File: src/rtl/he_stream_enc.sv
// Streaming Hamming SEC encoder with a 2-stage elastic pipeline,
// a one-shot single-bit error injector and an emitted-word counter.
module he_stream_enc #(
    parameter int K  = 8,
    parameter int CW = 16,
    localparam int M = (K == 1)   ? 2 :
                       (K <= 4)   ? 3 :
                       (K <= 11)  ? 4 :
                       (K <= 26)  ? 5 :
                       (K <= 57)  ? 6 :
                       (K <= 120) ? 7 :
                       (K <= 247) ? 8 :
                       (K <= 502) ? 9 :
                       (K <= 1013) ? 10 : 11
) (
    input  logic           clk,
    input  logic           rst,
    input  logic [K-1:0]   din,
    input  logic           dvld,
    output logic           drdy,
    output logic [K+M-1:0] cout,
    output logic           cvld,
    input  logic           crdy,
    input  logic           inj_arm,
    input  logic [M-1:0]   inj_pos,
    output logic           inj_done,
    output logic [CW-1:0]  wcnt
);

    logic           r_s1_vld;
    logic [K-1:0]   r_s1_dat;
    logic           r_s1_tag;
    logic [M-1:0]   r_s1_pos;
    logic           r_arm;
    logic [M-1:0]   r_pos;
    logic           r_cvld;
    logic [K+M-1:0] r_cout;
    logic           r_otag;
    logic [CW-1:0]  r_wcnt;

    logic           w_out_adv;
    logic           w_in_xfer;
    logic           w_out_xfer;
    logic [M-1:0]   w_par;
    logic [K+M-1:0] w_cw;

    assign w_out_adv  = !r_cvld | crdy;
    assign drdy       = !r_s1_vld | w_out_adv;
    assign w_in_xfer  = dvld & drdy;
    assign w_out_xfer = r_cvld & crdy;

    assign cout     = r_cout;
    assign cvld     = r_cvld;
    assign wcnt     = r_wcnt;
    assign inj_done = w_out_xfer & r_otag;

    // Parity over S1 data, then optional single-bit flip of the codeword.
    // Data bit j sits at the (j+1)-th non-power-of-2 position >= 3.
    always_comb begin
        logic [31:0] w_q;
        w_par = '0;
        w_q   = 32'd2;
        for (int j = 0; j < K; j++) begin
            w_q = w_q + 32'd1;
            if ((w_q & (w_q - 32'd1)) == 32'd0)
                w_q = w_q + 32'd1;
            for (int p = 0; p < M; p++)
                if (w_q[p])
                    w_par[p] = w_par[p] ^ r_s1_dat[j];
        end
        w_cw = {w_par, r_s1_dat};
        for (int i = 0; i < K + M; i++)
            if (r_s1_tag && (int'(r_s1_pos) == i))
                w_cw[i] = ~w_cw[i];
    end

    // Injector arm flag: set by inj_arm, consumed by the next input transfer.
    always_ff @(posedge clk) begin
        if (rst) begin
            r_arm <= 1'b0;
            r_pos <= '0;
        end else if (w_in_xfer) begin
            r_arm <= 1'b0;
        end else if (inj_arm) begin
            r_arm <= 1'b1;
            r_pos <= inj_pos;
        end
    end

    // Stage 1: capture data and injection tag on input transfer.
    always_ff @(posedge clk) begin
        if (rst) begin
            r_s1_vld <= 1'b0;
            r_s1_dat <= '0;
            r_s1_tag <= 1'b0;
            r_s1_pos <= '0;
        end else if (w_in_xfer) begin
            r_s1_vld <= 1'b1;
            r_s1_dat <= din;
            r_s1_tag <= r_arm | inj_arm;
            r_s1_pos <= inj_arm ? inj_pos : r_pos;
        end else if (w_out_adv) begin
            r_s1_vld <= 1'b0;
        end
    end

    // Stage 2: output register; cout holds its last value when draining.
    always_ff @(posedge clk) begin
        if (rst) begin
            r_cvld <= 1'b0;
            r_cout <= '0;
            r_otag <= 1'b0;
        end else if (w_out_adv) begin
            r_cvld <= r_s1_vld;
            if (r_s1_vld) begin
                r_cout <= w_cw;
                r_otag <= r_s1_tag;
            end else begin
                r_otag <= 1'b0;
            end
        end
    end

    // Count codewords accepted downstream, wrapping naturally.
    always_ff @(posedge clk) begin
        if (rst)
            r_wcnt <= '0;
        else if (w_out_xfer)
            r_wcnt <= r_wcnt + 1'b1;
    end

endmodule

File: config.mk
export PLATFORM = sky130hd
export DESIGN_NAME = he_stream_enc
export DESIGN_NICKNAME = d
export VERILOG_FILES = /design/src/rtl/he_stream_enc.sv
export SDC_FILE = /design/constraint.sdc
export NUM_CORES = 1
export LEC_CHECK = 0
export CAP_MARGIN = 25
export CORE_ASPECT_RATIO = 0.6
export CORE_MARGIN = 1
export CORE_UTILIZATION = 47
export CTS_BUF_LIST = sky130_fd_sc_hd__clkbuf_8
export DETAILED_ROUTE_END_ITERATION = 6
export MAX_ROUTING_LAYER = met4
export PLACE_DENSITY_LB_ADDON = 0.2
export SETUP_SLACK_MARGIN = 0.4
export SLEW_MARGIN = 20
export SYNTH_ARGS = -nofsm -noshare
export SYNTH_HDL_FRONTEND = slang
export SYNTH_SLANG_ARGS = --single-unit
File: constraint.sdc
create_clock -name clk -period 1.3 [get_ports clk]
set_input_delay 0.26 -clock clk [delete_from_list [all_inputs] [get_ports clk]]
set_output_delay 0.26 -clock clk [all_outputs]
set_load 0.02 [all_outputs]
==> flow_metrics.tcl <==
set metrics [dict create \
    vias_per_cell 6.24 \
    die_h_um 55.5 \
    crit_end "cout[9]" \
    vias 2759 \
    r2r_cells 4 \
    finalCritPeriodShare 1.16 \
    fillers 122 \
    wl_met3_mm 1.26 \
    coreArea_mm2 0.00459 \
    clockBufferDepth 2 \
    dp_hpwl_mm 3.95 \
    grt.total_usage 0.331 \
    cp-end-kind "flop" \
    grt.overflow.total 0 \
    yosysUniqueCellTypes 34 \
    setup_viol 45 \
    finalNonFillerCells 442 \
    layout-drive-gt1-share 0.641 \
    ys_warn_count 0 \
    r2r-start "r_s1_dat[0]" \
    cp.arrival_ps 1740 \
    netlist_instances 258 \
    ys_seq_elements 49 \
    finalMaxSlewViolations 0 \
    hold_viol 0 \
    antenna_found_initial 0 \
    switching_power_w 0.00108 \
    rsz0062_at_grt "yes" \
    skew_ps 11.3 \
    cts-htree-levels 2 \
    start_util 0.490 \
    grt_pass1_wl_mm 12.4 \
    drc 0 \
    firstDrtPassIters 5 \
    insertion_delay_ps 320 \
    fin_util 0.942 \
    routed-wl-met2_mm 4.77 \
    synth_top_cell_by_area "dfxtp_1" \
    layout.nets 396 \
    max_freq_ghz 0.662 \
    drtIter0Drc 310 \
    ir_drop_mv 0.743 \
    diodes 0 \
    gp_congestion 0.832 \
    clkTransAtPathRegs_ps 100 \
    top_layer "met4" \
    synth_area_mm2 0.00225 \
    preCtsSetupSlack_ps -524 \
    hp-class "flop to flop" \
    worst_pin_slew_ps 384 \
    status "complete, but fails checks" \
    cts_root_buf "clkbuf_8" \
    die_area_mm2 0.00507 \
    final.min_clock_period_ps 1510 \
    start_kind "flop" \
    combPwrFrac 0.234 \
    power_w 0.00364 \
    avgSynthCellArea_um2 8.71 \
    synth_top_area_share 0.437 \
    powerDensity_mw_per_mm2 841 \
    cap_violations 0 \
    yosysSeqAreaShare 0.437 \
    multi_input_area_mm2 0.00170 \
    hold_ws_ps 517 \
    wl_met1_mm 3.77 \
    regArea_mm2 0.00107 \
    port-buffer-count 47 \
    pwr-share-seq 0.451 \
    max-slew-margin-rel 0.742 \
    r2r_slack_ps -210 \
    fp-row-count 19 \
    cts_tree "done" \
    leakage_nw 1.76 \
    drtAntennaViolNets 0 \
    cts_num_sinks 49 \
    critical_path_class "flop to flop" \
    grt_pass1_vias 2274 \
    p_int_w 0.00256 \
    cts_buffers 5 \
    area_growth_pct 92.5 \
    worst_slack_ps -211 \
    swShare 0.297 \
    violations "negative setup slack" \
    dp.cells 391 \
    dieWidth_um 91.2 \
    drt-total-wl_mm 10.6 \
    p_clk_frac 0.314 \
    grt_max_degree 28 \
    r2r_end "cout[9]" \
    cp-startpoint "r_s1_dat[0]" \
    post_drt_wl_per_cell_um 24.0 \
    syn_nets 276 \
    yosys-top-cells-area "dfxtp_1, xnor2_1, nor2_1" \
    cp_data_required_time_ps 1530 \
    ios 48 \
    critPathMaxFanout 2 \
]
[timing repair]
| action | 4_1_cts | 5_1_grt |
|---|---|---|
| hold buffers | 0 | 0 |
| gates cloned | 5 | 0 |
| gates resized for setup | 295 | 56 |
| endpoints found under the setup margin | 80 | 80 |
| pin swaps | 49 | 40 |
| setup buffers | 23 | 15 |
| hold endpoints to repair | 0 | 0 |
[critical path, cell delays in order (launching register included)]
cell and delay [ps]:
dfxtp_2 350, xnor3_2 490, xnor2_2 190, xnor2_1 170, a211oi_2 230
[metal layers]
| layer | track usage | vias to the layer above |
|---|---|---|
| met5 | - | - |
| met4 | 0.122 | 0 |
| met3 | 0.0565 | 93 |
| met2 | 0.522 | 273 |
| met1 | 0.430 | 1266 |
| li1 | - | 1127 |
[cells in the final DEF (no fill, tap or decap), drive strengths merged, types with 2 or more instances in the layout]
cell type,n
and4,3
xor2,12
dlygate4sd2,3
nand2b,6
nor2,40
o22ai,2
mux2i,8
a21oi,15
buf,110
nand2,27
nor3,6
nor2b,3
nand3,9
clkbuf,5
nor4,2
dfxtp,49
nand4,7
o21ai,3
xnor2,21
or3,3
a211oi,15
clkdlybuf4s50,13
nand3b,4
[sequential cells by signal (all words and copies together) (netlist names)]
register and count:
wcnt 16, cout 12, r_s1_dat 8, r_pos 4
r_s1_pos 4, cvld 1, r_arm 1, r_otag 1
r_s1_tag 1, r_s1_vld 1
[power groups by stage]
stage | clock network, W | registers, W | logic (W)
finish | 0.00114 | 0.00164 | 0.000852
global route | 0.00119 | 0.00164 | 0.000878
CTS | 0.00113 | 0.00162 | 0.000704
detailed placement | 0 | 0.00165 | 0.000537
global placement | 0 | 0.00164 | 0.000525
floorplan | 0 | 0.00167 | 0.000298
[cells by family (layout without fill, tap and decap cells)]
kind of cell / Yosys count / after routing / synth area share
simple gates: 115 / 115 / 0.245
flops: 49 / 49 / 0.437
compound gates: 36 / 36 / 0.107
xor+xnor: 34 / 34 / 0.139
buf+inv: 14 / 135 / 0.0262
mux: 9 / 9 / 0.0407
fa+ha+maj: 1 / 1 / 0.00557
[cell usage after synthesis, drive strengths merged]
cell and instances:
nor2b 3, nand4 7, or3 3, and3 1, xnor3 1, and2 1
xor2 12, inv 1, nand2 27, nor4 2, dfxtp 49, mux2i 8
nand3b 4, o22ai 2, a21boi 1, clkbuf 5, or2 1, nand3 9
nor2 40, nor3b 1, nand2b 6, a211oi 15, mux2 1, nor3 6
xnor2 21, and3b 1, ha 1, and4 3, a21oi 15, buf 8
o21ai 3
[metrics by stage]
stage	area (um^2)	setup TNS, ps
2_1_floorplan	2380	-1100
3_3_place_gp	3130	-17330
3_5_place_dp	3130	-18320
4_1_cts	3960	-426
5_1_grt	4320	-5370
6_report	4320	-4380
[how the worst min path moves through the flow]
stage / startpoint / endpoint / slack (ps) / cells past startpoint
final: cout[7] / cout[7] / 520 / 2
after global routing: r_otag / r_otag / 520 / 2
after CTS: r_otag / r_otag / 470 / 2
after detailed placement: r_otag / r_otag / 450 / 2
after global placement: r_otag / r_otag / 450 / 2
after floorplan: din[0] / r_s1_dat[0] / 390 / 2
[cell type report]
cell class | instances | area share
multi-input combinational | 195 | 0.393
timing repair buffer | 126 | 0.314
clock buffer | 5 | 0.0159
sequential | 49 | 0.247
tap | 63 | 0.0182
clock inverter | 3 | 0.0107
inverter | 1 | 0.000868
Note: power is estimated with default switching activity, not from simulation.
